===== config.mk =====
export PLATFORM = sky130hd
export DESIGN_NAME = pulse2edge
export DESIGN_NICKNAME = d
export VERILOG_FILES = /design/src/rtl/pulse2edge.sv
export SDC_FILE = /design/constraint.sdc
export NUM_CORES = 1
export LEC_CHECK = 0
export BUFFER_PORTS_ARGS = -buffer_cell sky130_fd_sc_hd__buf_2
export CAP_MARGIN = 20
export CELL_PAD_IN_SITES_DETAIL_PLACEMENT = 0
export CELL_PAD_IN_SITES_GLOBAL_PLACEMENT = 1
export CORE_MARGIN = 2
export CORE_UTILIZATION = 40
export DETAILED_ROUTE_END_ITERATION = 7
export HOLD_SLACK_MARGIN = 0.1
export PLACE_DENSITY_LB_ADDON = 0.1
export SYNTH_ARGS = -nofsm -noshare
export SYNTH_HDL_FRONTEND = slang
export SYNTH_SLANG_ARGS = --single-unit

===== constraint.sdc =====
create_clock -name aclk -period 1.7 [get_ports aclk]
set_input_delay 0.17 -clock aclk [delete_from_list [all_inputs] [get_ports aclk]]
set_output_delay 0.17 -clock aclk [all_outputs]
set_load 0.01 [all_outputs]

===== src/rtl/pulse2edge.sv =====
//==============================================================================
// Module      : pulse2edge
// Description : Converts single-cycle spike pulses on N_LINES independent
//               lines into gamma-framed edges and records each line's
//               first-spike tick within every gamma cycle.
//
//               A local tick counter divides time into gamma cycles of
//               GAMMA_LEN aclk cycles. Ticks 0..GAMMA_LEN-2 form the capture
//               window; tick GAMMA_LEN-1 is the reset phase, where the edges
//               drop, the captured first-spike times are published and the
//               capture registers are cleared for the next gamma.
//
// Ports       : aclk          unit clock, all state on its rising edge
//               rst           synchronous active-high reset
//               pulse_input   1-cycle spike pulses, one bit per line
//               edge_output   per-line edge, high from first spike to gamma end
//               gamma_start   high while tick == 0
//               spike_time    previous gamma's first-spike tick per line,
//                             line i at [i*TW +: TW], all-ones = no spike
//               spike_valid   line spiked in the previous gamma
//               result_valid  1-cycle strobe on the tick where results update
//               late_pulse    sticky flag: a pulse arrived on the reset phase
//
// Revision    : 1.0  initial release
//==============================================================================
`default_nettype none

module pulse2edge #(
  parameter int N_LINES   = 8,
  parameter int GAMMA_LEN = 16
) (
  input  logic                                   aclk,
  input  logic                                   rst,
  input  logic [N_LINES-1:0]                     pulse_input,
  output logic [N_LINES-1:0]                     edge_output,
  output logic                                   gamma_start,
  output logic [N_LINES*$clog2(GAMMA_LEN)-1:0]   spike_time,
  output logic [N_LINES-1:0]                     spike_valid,
  output logic                                   result_valid,
  output logic                                   late_pulse
);

  localparam int TW = $clog2(GAMMA_LEN);

  localparam logic [TW-1:0] c_tick_zero = '0;
  localparam logic [TW-1:0] c_tick_last = TW'(GAMMA_LEN - 1);
  localparam logic [TW-1:0] c_time_inf  = '1;

  //--------------------------------------------------------------------------
  // State
  //--------------------------------------------------------------------------
  logic [TW-1:0]      tick_q,         tick_d;
  logic [N_LINES-1:0] edge_q,         edge_d;
  logic [N_LINES-1:0] cap_hit_q,      cap_hit_d;
  logic [TW-1:0]      cap_time_q      [N_LINES];
  logic [TW-1:0]      cap_time_d      [N_LINES];
  logic [TW-1:0]      spike_time_q    [N_LINES];
  logic [TW-1:0]      spike_time_d    [N_LINES];
  logic [N_LINES-1:0] spike_valid_q,  spike_valid_d;
  logic               result_valid_q, result_valid_d;
  logic               late_pulse_q,   late_pulse_d;

  logic               reset_phase;
  logic [N_LINES-1:0] first_spike;

  //--------------------------------------------------------------------------
  // Tick counter: wraps from the reset-phase tick straight back to zero.
  //--------------------------------------------------------------------------
  assign reset_phase = (tick_q == c_tick_last);

  always_comb begin
    tick_d = tick_q + 1'b1;
    if (reset_phase) begin
      tick_d = c_tick_zero;
    end
  end

  //--------------------------------------------------------------------------
  // Edges: OR in new pulses during the capture window, drop everything at
  // the reset phase so each gamma begins with all edges low. Repeat pulses
  // on an already-high line leave the edge unchanged.
  //--------------------------------------------------------------------------
  always_comb begin
    edge_d = edge_q | pulse_input;
    if (reset_phase) begin
      edge_d = '0;
    end
  end

  // A line's first spike of the gamma is a pulse on a line not yet captured,
  // inside the capture window.
  assign first_spike = pulse_input & ~cap_hit_q & {N_LINES{~reset_phase}};

  //--------------------------------------------------------------------------
  // Capture and publish. At the reset phase the capture registers are
  // copied out (uncaptured lines report infinity) and then cleared.
  //--------------------------------------------------------------------------
  always_comb begin
    cap_hit_d      = cap_hit_q;
    spike_valid_d  = spike_valid_q;
    result_valid_d = 1'b0;
    late_pulse_d   = late_pulse_q;
    for (int i = 0; i < N_LINES; i++) begin
      cap_time_d[i]   = cap_time_q[i];
      spike_time_d[i] = spike_time_q[i];
    end

    if (reset_phase) begin
      result_valid_d = 1'b1;
      spike_valid_d  = cap_hit_q;
      cap_hit_d      = '0;
      // Pulses on the reset phase are not captured, only flagged.
      if (|pulse_input) begin
        late_pulse_d = 1'b1;
      end
      for (int i = 0; i < N_LINES; i++) begin
        spike_time_d[i] = cap_hit_q[i] ? cap_time_q[i] : c_time_inf;
        cap_time_d[i]   = c_tick_zero;
      end
    end else begin
      cap_hit_d = cap_hit_q | first_spike;
      for (int i = 0; i < N_LINES; i++) begin
        if (first_spike[i]) begin
          cap_time_d[i] = tick_q;
        end
      end
    end
  end

  //--------------------------------------------------------------------------
  // Registers
  //--------------------------------------------------------------------------
  always_ff @(posedge aclk) begin
    if (rst) begin
      tick_q         <= c_tick_zero;
      edge_q         <= '0;
      cap_hit_q      <= '0;
      spike_valid_q  <= '0;
      result_valid_q <= 1'b0;
      late_pulse_q   <= 1'b0;
      for (int i = 0; i < N_LINES; i++) begin
        cap_time_q[i]   <= c_tick_zero;
        spike_time_q[i] <= c_time_inf;
      end
    end else begin
      tick_q         <= tick_d;
      edge_q         <= edge_d;
      cap_hit_q      <= cap_hit_d;
      spike_valid_q  <= spike_valid_d;
      result_valid_q <= result_valid_d;
      late_pulse_q   <= late_pulse_d;
      for (int i = 0; i < N_LINES; i++) begin
        cap_time_q[i]   <= cap_time_d[i];
        spike_time_q[i] <= spike_time_d[i];
      end
    end
  end

  //--------------------------------------------------------------------------
  // Outputs
  //--------------------------------------------------------------------------
  assign edge_output  = edge_q;
  assign gamma_start  = (tick_q == c_tick_zero);
  assign spike_valid  = spike_valid_q;
  assign result_valid = result_valid_q;
  assign late_pulse   = late_pulse_q;

  for (genvar gi = 0; gi < N_LINES; gi++) begin : g_pack
    assign spike_time[gi*TW +: TW] = spike_time_q[gi];
  end

endmodule

`default_nettype wire


# Word level (Yosys, flattened, before mapping)
# Memories as Yosys holds them, arrays and structs flattened.
# Index checks and enable logic that the tools add are counted.
[totals] mem_bits_rw=64 in_bits=10 mem_count=2 regBits=30 elab_cells=74 output_inout_bits=51
[mem_list] name="cap_time_q" words=8 width=4 rd=8 rd_clocked_by_memory_dff=0 write_ports=8 line="55" source="logic [TW-1:0] cap_time_q [N_LINES];"
[mem_list] name="spike_time_q" words=8 width=4 rd=8 rd_clocked_by_memory_dff=0 write_ports=8 line="57" source="logic [TW-1:0] spike_time_q [N_LINES];"
[classes] n_reduce_logical=4 n_eq_ne=1 add_sub_neg=1 n_bitwise=22 n_mux=38
[ops] operator="$mux W4" count=32
[ops] operator="$mux W32" count=2
[ops] operator="$and A8 B8 Y8" count=2
[ops] operator="$or A1 B1 Y1" count=16
[ops] operator="$or A8 B8 Y8" count=2
[ops] operator="$not A8 Y8" count=1
[ops] operator="$reduce_or A8 Y1" count=1
[ops] operator="$add A4 B1 Y4 const B" count=1
[ops] operator="$eq A4 B4 Y1 const B" count=1
[ops] operator="$logic_not A4 Y1" count=1
[ops] operator="$mux W1" count=4
[ops] operator="$reduce_and A2 Y1" count=1
[ops] operator="$reduce_or A2 Y1" count=1
[ops] operator="$not A1 Y1" count=1

# Logic depth before layout (Yosys ltp)
# Gate-level depths: netlist of run 1.
[logic_depth] ltp_word=6 mapped_depth=6 ltp_nobuf=4

# Worst setup path before layout of run 1
# Ideal clock, no wire load.
[synth_timing] kind="register to register" from="register tick_q[0]" to="memory spike_time_q[0][29] (netlist bit)" n_path_buf=2 arrival_time_ns=1.124 setup_slack_ns=0.456 period_less_slack_ns=1.244 stages_incl_launch_ff=7 required_time_ns=1.581 cell_sequence="dfxtp_1 ha_1 and3_1 buf_2 buf_4 nor2_1 o21bai_1"
[synth_rtl] item="from (decl)" line="52" source="logic [TW-1:0] tick_q, tick_d;"
[synth_rtl] item="from (signal assigned)" line="135" source="tick_q <= c_tick_zero;"
[synth_rtl] item="from (signal assigned)" line="146" source="tick_q <= tick_d;"
[synth_rtl] item="to (decl)" line="57"

# Worst setup path in the final report of run 1
[layout_timing] from="register tick_q[0]" to="output gamma_start"
[layout_between] elab_chain_cells=1
[layout_rtl] item="$logic_not A4 Y1" line="163" source="assign gamma_start = (tick_q == c_tick_zero);"
[layout_rtl] item="to (decl)" line="36" source="output logic gamma_start,"
# No other way between the ends.

==> reports/qor.yml, run 1 <==
critical_path_cell_by_cell: "buf_4, inv_1, ha_1, nor3b_1, buf_2"
share_of_cell_area_taken_by_muxes_after_synthesis_pct: 9.19
outcome: "completed"
synthXorXnorAreaFrac_pct: 0.503
grt_pass1_wl_um: 12800
crit_path_max_incr_delay_ns: 0.34
number_of_global_route_vias_before_repair: 2581
die_h_um: 97.4
clock_sink_count: 94
global_route.usage.total_pct: 16.9
tritoncts: "done"
worst_clock_skew_ns: 0.00634
crit_path_top_delay_cell: "dfxtp_1"
min_period_over_period_pct: 95.1
numCtsBuffers: 9
switchingPower_w: 0.000957
setup_viol: 0
place_congestion: 0.694
antenna_cells_inserted: 0
growth_of_design_area_from_synthesis_to_finish_pct: 18.7
cts-root-buf: "clkbuf_8"
drc_errors: 0
gate_power_share_pct: 6.7
number_of_synthesized_register_bits: 94
fraction_of_the_yosys_area_taken_by_sequential_cells_pct: 54.0
crit_arrival_ns: 1.45
dp.cells: 522
design.core.area_um2: 8590
overflow: 0
worst_setup_path_end_kind: "primary output"
slew_headroom_pct: 69.6
synth_simple_gate_area_share_pct: 22.3
timing_max_transition_violations_final: 0
worst_ir_drop_vdd_mv: 0.389
fill_cells: 881
initial_utilization_pct: 40.6
detailedRoute.firstPassIterationCount: 4
yosys_warnings: 0
timing.final.hold_violations: 0
finish.net_count: 442
standard_cell_row_count: 34
synth.avg_cell_area_um2: 9.42
maxCapViolations: 0
synth.lib_cells_used.distinct: 22
post_synthesis_cell_count: 370
static-leakage-power_nw: 1.90
io-pin-count: 61
antenna_violations_before_repair: 0
chipWidth_um: 97.4
fin_tns_setup_ns: 0
pwr_density_cell_nw_per_um2: 1010
grt_max_degree: 32
internal-power_w: 0.00324
cts_setup_buffers: 0
synthesis.area_um2: 3490
worst_slew_pin_slew_ns: 0.455
hp-class: "in2reg"
synth-adder-area-share_pct: 0.718
critical_path_peak_fanout: 11
finish.cell_count_without_fillers: 541
clock_path_buffers: 2
routed-via-count: 2606
power_switching_share_pct: 22.8
design.die.area_um2: 9480
drt_initial_violations: 86
layout-drive-gt1-share_pct: 21.2
synth_top_family_by_area: "simple AND/OR/NAND/NOR gates"
drt_wl_total_um: 7760
cts.clk_slew.worst_paths_ns: 0.09
fmax_ghz: 0.618
synth_compound_area_share_pct: 8.47
setup_repair_after_global_routing_missed_its_margin: "false"
power.share.sequential_pct: 54.8
wl_per_cell_um: 14.3
drt-vias-per-instance: 4.82
count_of_port_buffers_added_during_placement: 60
clock_latency_ns: 0.35
worst_ep_required_time_ns: 1.53
critPathKind: "reg2out"
dp_hpwl_um: 5120
antenna_left: 0
setup.worst_path.start_class: "flip-flop"
mappedNetlistNets: 382
portion_of_total_power_attributed_to_the_clock_network_pct: 38.5
cts-htree-levels: 3
final.min_clock_period_ns: 1.62
## cell families after synthesis
| family | after synthesis |
|---|---|
| AOI/OAI and AO/OA | 42 |
| xor gates and xnor gates | 2 |
| adders and majority gates | 2 |
| buffers and inverters | 34 |
| DFF | 94 |
| muxes | 32 |
| and+or+nand+nor | 164 |
## power groups by stage
stage | Combinational [W] | Sequential (W) | Clock [W]
floorplan | 0.000188 | 0.00235 | 0
global placement | 0.000272 | 0.00235 | 0
detailed placement | 0.000274 | 0.00235 | 0
CTS | 0.000285 | 0.00230 | 0.00164
global route | 0.000309 | 0.00231 | 0.00174
finish | 0.000282 | 0.00230 | 0.00161
## cell usage after synthesis
| master | number | area, um2 |
|---|---|---|
| a21oi_1 | 9 | 45.0 |
| and3_1 | 1 | 6.26 |
| buf_2 | 13 | 65.1 |
| buf_4 | 4 | 30.0 |
| clkbuf_1 | 6 | 22.5 |
| clkbuf_2 | 8 | 40.0 |
| dfxtp_1 | 94 | 1880 |
| ha_1 | 2 | 25.0 |
| inv_1 | 3 | 11.3 |
| mux2i_1 | 32 | 320 |
| nand2_1 | 16 | 60.1 |
| nand2b_1 | 8 | 50.1 |
| nand3_1 | 1 | 5.00 |
| nand3_2 | 1 | 10.0 |
| nor2_1 | 101 | 379 |
| nor2b_1 | 1 | 6.26 |
| nor3b_1 | 33 | 248 |
| nor4_1 | 2 | 12.5 |
| o21ba_2 | 1 | 10.0 |
| o21bai_1 | 32 | 240 |
| xnor2_1 | 1 | 8.76 |
| xor2_1 | 1 | 8.76 |
## through the flow
stage	setup slack, ns	util (%)	power (W)	instance area, um2	hold WS, ns
floorplan	0.456	-	0.00253	3490	0.277
global placement	0.408	45.1	0.00262	3880	0.434
detailed placement	0.333	45.1	0.00263	3880	0.443
CTS	0.0811	48.2	0.00423	4140	0.106
global route	0.0153	48.2	0.00436	4140	0.101
finish	0.0832	48.2	0.00420	4140	0.0941
## cells in the final DEF (no fill, tap or decap)
master,Yosys,routed
nor2b_1,1,1
buf_4,4,15
bufinv_16,0,2
a21oi_1,9,9
nor2_1,101,101
nand2b_1,8,7
buf_2,13,60
dfxtp_1,94,94
nor3b_1,33,33
nand3_2,1,1
and3_1,1,1
nor4_1,2,2
nand3_1,1,1
clkinv_2,0,1
dlygate4sd3_1,0,5
mux2i_1,32,32
clkbuf_8,0,10
nand2_1,16,16
clkinvlp_4,0,1
xnor2_1,1,1
o21bai_1,32,32
nand2b_2,0,1
inv_1,3,3
o21ba_2,1,1
xor2_1,1,1
ha_1,2,2
## critical path, delay by kind of cell (launching register included)
kind | cells | cell delay [ns]
and+or+nand+nor | 1 | 0.13
DFF | 1 | 0.34
buffers and inverters | 3 | 0.42
adders and majority gates | 1 | 0.20
## layer usage
metal	vias to the layer above	GRT usage, %	wire (um)
li1	1317	-	-
met1	1228	22.2	3810
met2	49	27.0	3510
met3	12	3.96	299
met4	0	6.62	141
met5	-	0	0
## final timing paths
kind | startpoint | endpoint | slack, ns | cells past startpoint
worst max register to register | tick_q[0] | spike_time_q[0][18] | 0.29 | 5
worst min register to register | spike_valid[1] | spike_valid[1] | 0.46 | 2
worst max-delay path | tick_q[0] | gamma_start | 0.08 | 5
worst min-delay path | pulse_input[6] | cap_hit_q[6] | 0.09 | 3
## flip-flops by register name (all words and copies together) (netlist names)
register,cells
cap_time_q,32
spike_time_q,32
cap_hit_q,8
edge_output,8
spike_valid,8
tick_q,4
late_pulse,1
result_valid,1
## what timing repair did
item / CTS / global route
hold buffers: 5 / 0
setup endpoints to repair: 0 / 0
endpoints found under the hold margin: 8 / 0
gates resized for setup: 0 / 0
## final cells by class
class                      count  area (um2)  share of cell area, %
sequential                    94        1880                   45.5
tap                          108         135                   3.26
inverter                       3        11.3                  0.272
multi-input combinational    242        1440                   34.7
clock buffer                  10         138                   3.33
clock inverter                 4        72.6                   1.75
timing repair buffer          80         463                   11.2
Note: power is estimated with default switching activity, not from simulation.
==> run 2: changes to the inputs <==
PLACE_DENSITY = 0.86   (was unset)
PLACE_DENSITY_LB_ADDON = unset   (was 0.1)
==> reports/qor.yml, run 2 (same netlist as run 1, synthesis figures left out) <==
finish.cell_count_without_fillers: 539
static-leakage-power_nw: 1.89
clock_path_buffers: 2
worst_clock_skew_ns: 0.00713
cts-htree-levels: 3
crit_arrival_ns: 1.43
layout-drive-gt1-share_pct: 21.1
drt_initial_violations: 86
final_cell_mix: "nor2_1 (101), dfxtp_1 (94), buf_2 (60)"
worst_ep_required_time_ns: 1.53
slew_headroom_pct: 69.5
overflow: 0
timing.final.hold_violations: 0
grt_pass1_wl_um: 12200
chipWidth_um: 97.4
tritoncts: "done"
routed-via-count: 2554
drt_wl_total_um: 7370
count_of_port_buffers_added_during_placement: 60
pwr_density_cell_nw_per_um2: 1010
final_common_cell: "nor2_1"
crit_path_top_delay_cell: "dfxtp_1"
finish.net_count: 438
antenna_cells_inserted: 0
final.min_clock_period_ns: 1.60
reg2regPathDepth: 4
standard_cell_row_count: 34
fin_total_pwr_w: 0.00416
setup_repair_after_global_routing_missed_its_margin: "false"
number_of_global_route_vias_before_repair: 2505
drc_errors: 0
global_route.usage.total_pct: 15.9
outcome: "completed"
met3_length_um: 282
setup.worst_path.start_class: "flip-flop"
design.core.area_um2: 8590
critical_path_cell_by_cell: "buf_4, inv_1, ha_1, nor3b_2, buf_2"
hold_path_depth: 3
clock_sink_count: 94
antenna_violations_before_repair: 0
numCtsBuffers: 9
top_layer_used: "met4"
dpl_cell_area_um2: 3860
cts-root-buf: "clkbuf_8"
m1WireLength_um: 3490
hp-class: "in2reg"
io-pin-count: 61
critPathKind: "reg2out"
worst_slew_pin_slew_ns: 0.457
layout_setup_ws_ns: 0.0956
layout.cell_area.non_filler_um2: 4130
worst_setup_path_end_kind: "primary output"
initial_utilization_pct: 40.6
crit_path_max_incr_delay_ns: 0.35
critical_path_peak_fanout: 11
die_h_um: 97.4
setup_viol: 0
wl_per_cell_um: 13.7
fill_cells: 843
fmax_ghz: 0.623
fin_tns_setup_ns: 0
min_period_over_period_pct: 94.4
grt_max_degree: 33
maxCapViolations: 0
clock_latency_ns: 0.35
cp.buffers_inverters: 3
placement.setup.worst_slack_ns: 0.348
antenna_left: 0
dp_hpwl_um: 4960
dp.cells: 518
design.die.area_um2: 9480
crit_family: "buffers and inverters"
drt-vias-per-instance: 4.74
place_congestion: 0.749
critical_path_cell_count: 5
growth_of_design_area_from_synthesis_to_finish_pct: 18.4
reg_top3: "cap_time_q x32, spike_time_q x32"
cts.clk_slew.worst_paths_ns: 0.09
worst_ir_drop_vdd_mv: 0.459
detailedRoute.firstPassIterationCount: 4
met2RoutedLength_um: 3500
timing_max_transition_violations_final: 0
==> run 2: cell types whose count changed in the layout (fill, tap and decap cells not counted) <==
cell,previous run,this run
clkinvlp_4,1,0
buf_4,15,10
clkinv_2,1,4
buf_12,0,1
nor3b_2,0,1
clkinv_4,0,1
clkbuf_8,10,9
nor3b_1,33,32
==> run 2: path summary, 6_finish.rpt <==
check / from / to / slack (ns)
max: tick_q[0] / gamma_start / 0.1
min: pulse_input[4] / cap_hit_q[4] / 0.11
max reg2reg: tick_q[2] / spike_time_q[0][16] / 0.32
min reg2reg: spike_valid[5] / spike_valid[5] / 0.46
==> run 2: layout make-up <==
type	instances	area [um2]	area share, %
flip-flops and latches	94	1880	45.6
multi-input cells	242	1440	34.9
repair buffers	76	445	10.8
well taps	108	135	3.27
clock buffers	9	124	3.00
clock inverters	7	88.8	2.15
inverters	3	11.3	0.273
==> run 2: worst register-to-register path: cells and delay by family (launching register included) <==
family / cells / cell delay (ns)
AOI/OAI and AO/OA: 1 / 0.09
buffers and inverters: 1 / 0.21
DFF: 1 / 0.52
and+or+nand+nor: 2 / 0.45
==> run 2: metal layers <==
layer,GRT usage (%),vias up
met5,0,-
met4,6.41,0
met3,3.53,9
met2,26.7,40
met1,19.7,1184
li1,-,1321
==> run 2: stage by stage <==
stage          hold WS [ns]  util [%]
6_report              0.113      48.0
5_1_grt               0.122      48.0
4_1_cts               0.104      48.0
3_5_place_dp          0.447      44.9
3_3_place_gp          0.438      44.9
2_1_floorplan         0.277         -
==> run 2: what timing repair did <==
action	4_1_cts	5_1_grt
hold buffers	5	0
hold endpoints to repair	10	0
setup endpoints to repair	0	1
setup buffers	0	0
resized for setup	0	1
==> run 2: power breakdown <==
part	switching, W	leakage (nW)	internal, W
registers	0.0000451	0.766	0.00226
logic	0.000143	1.02	0.000129
clock network	0.000761	0.113	0.000821
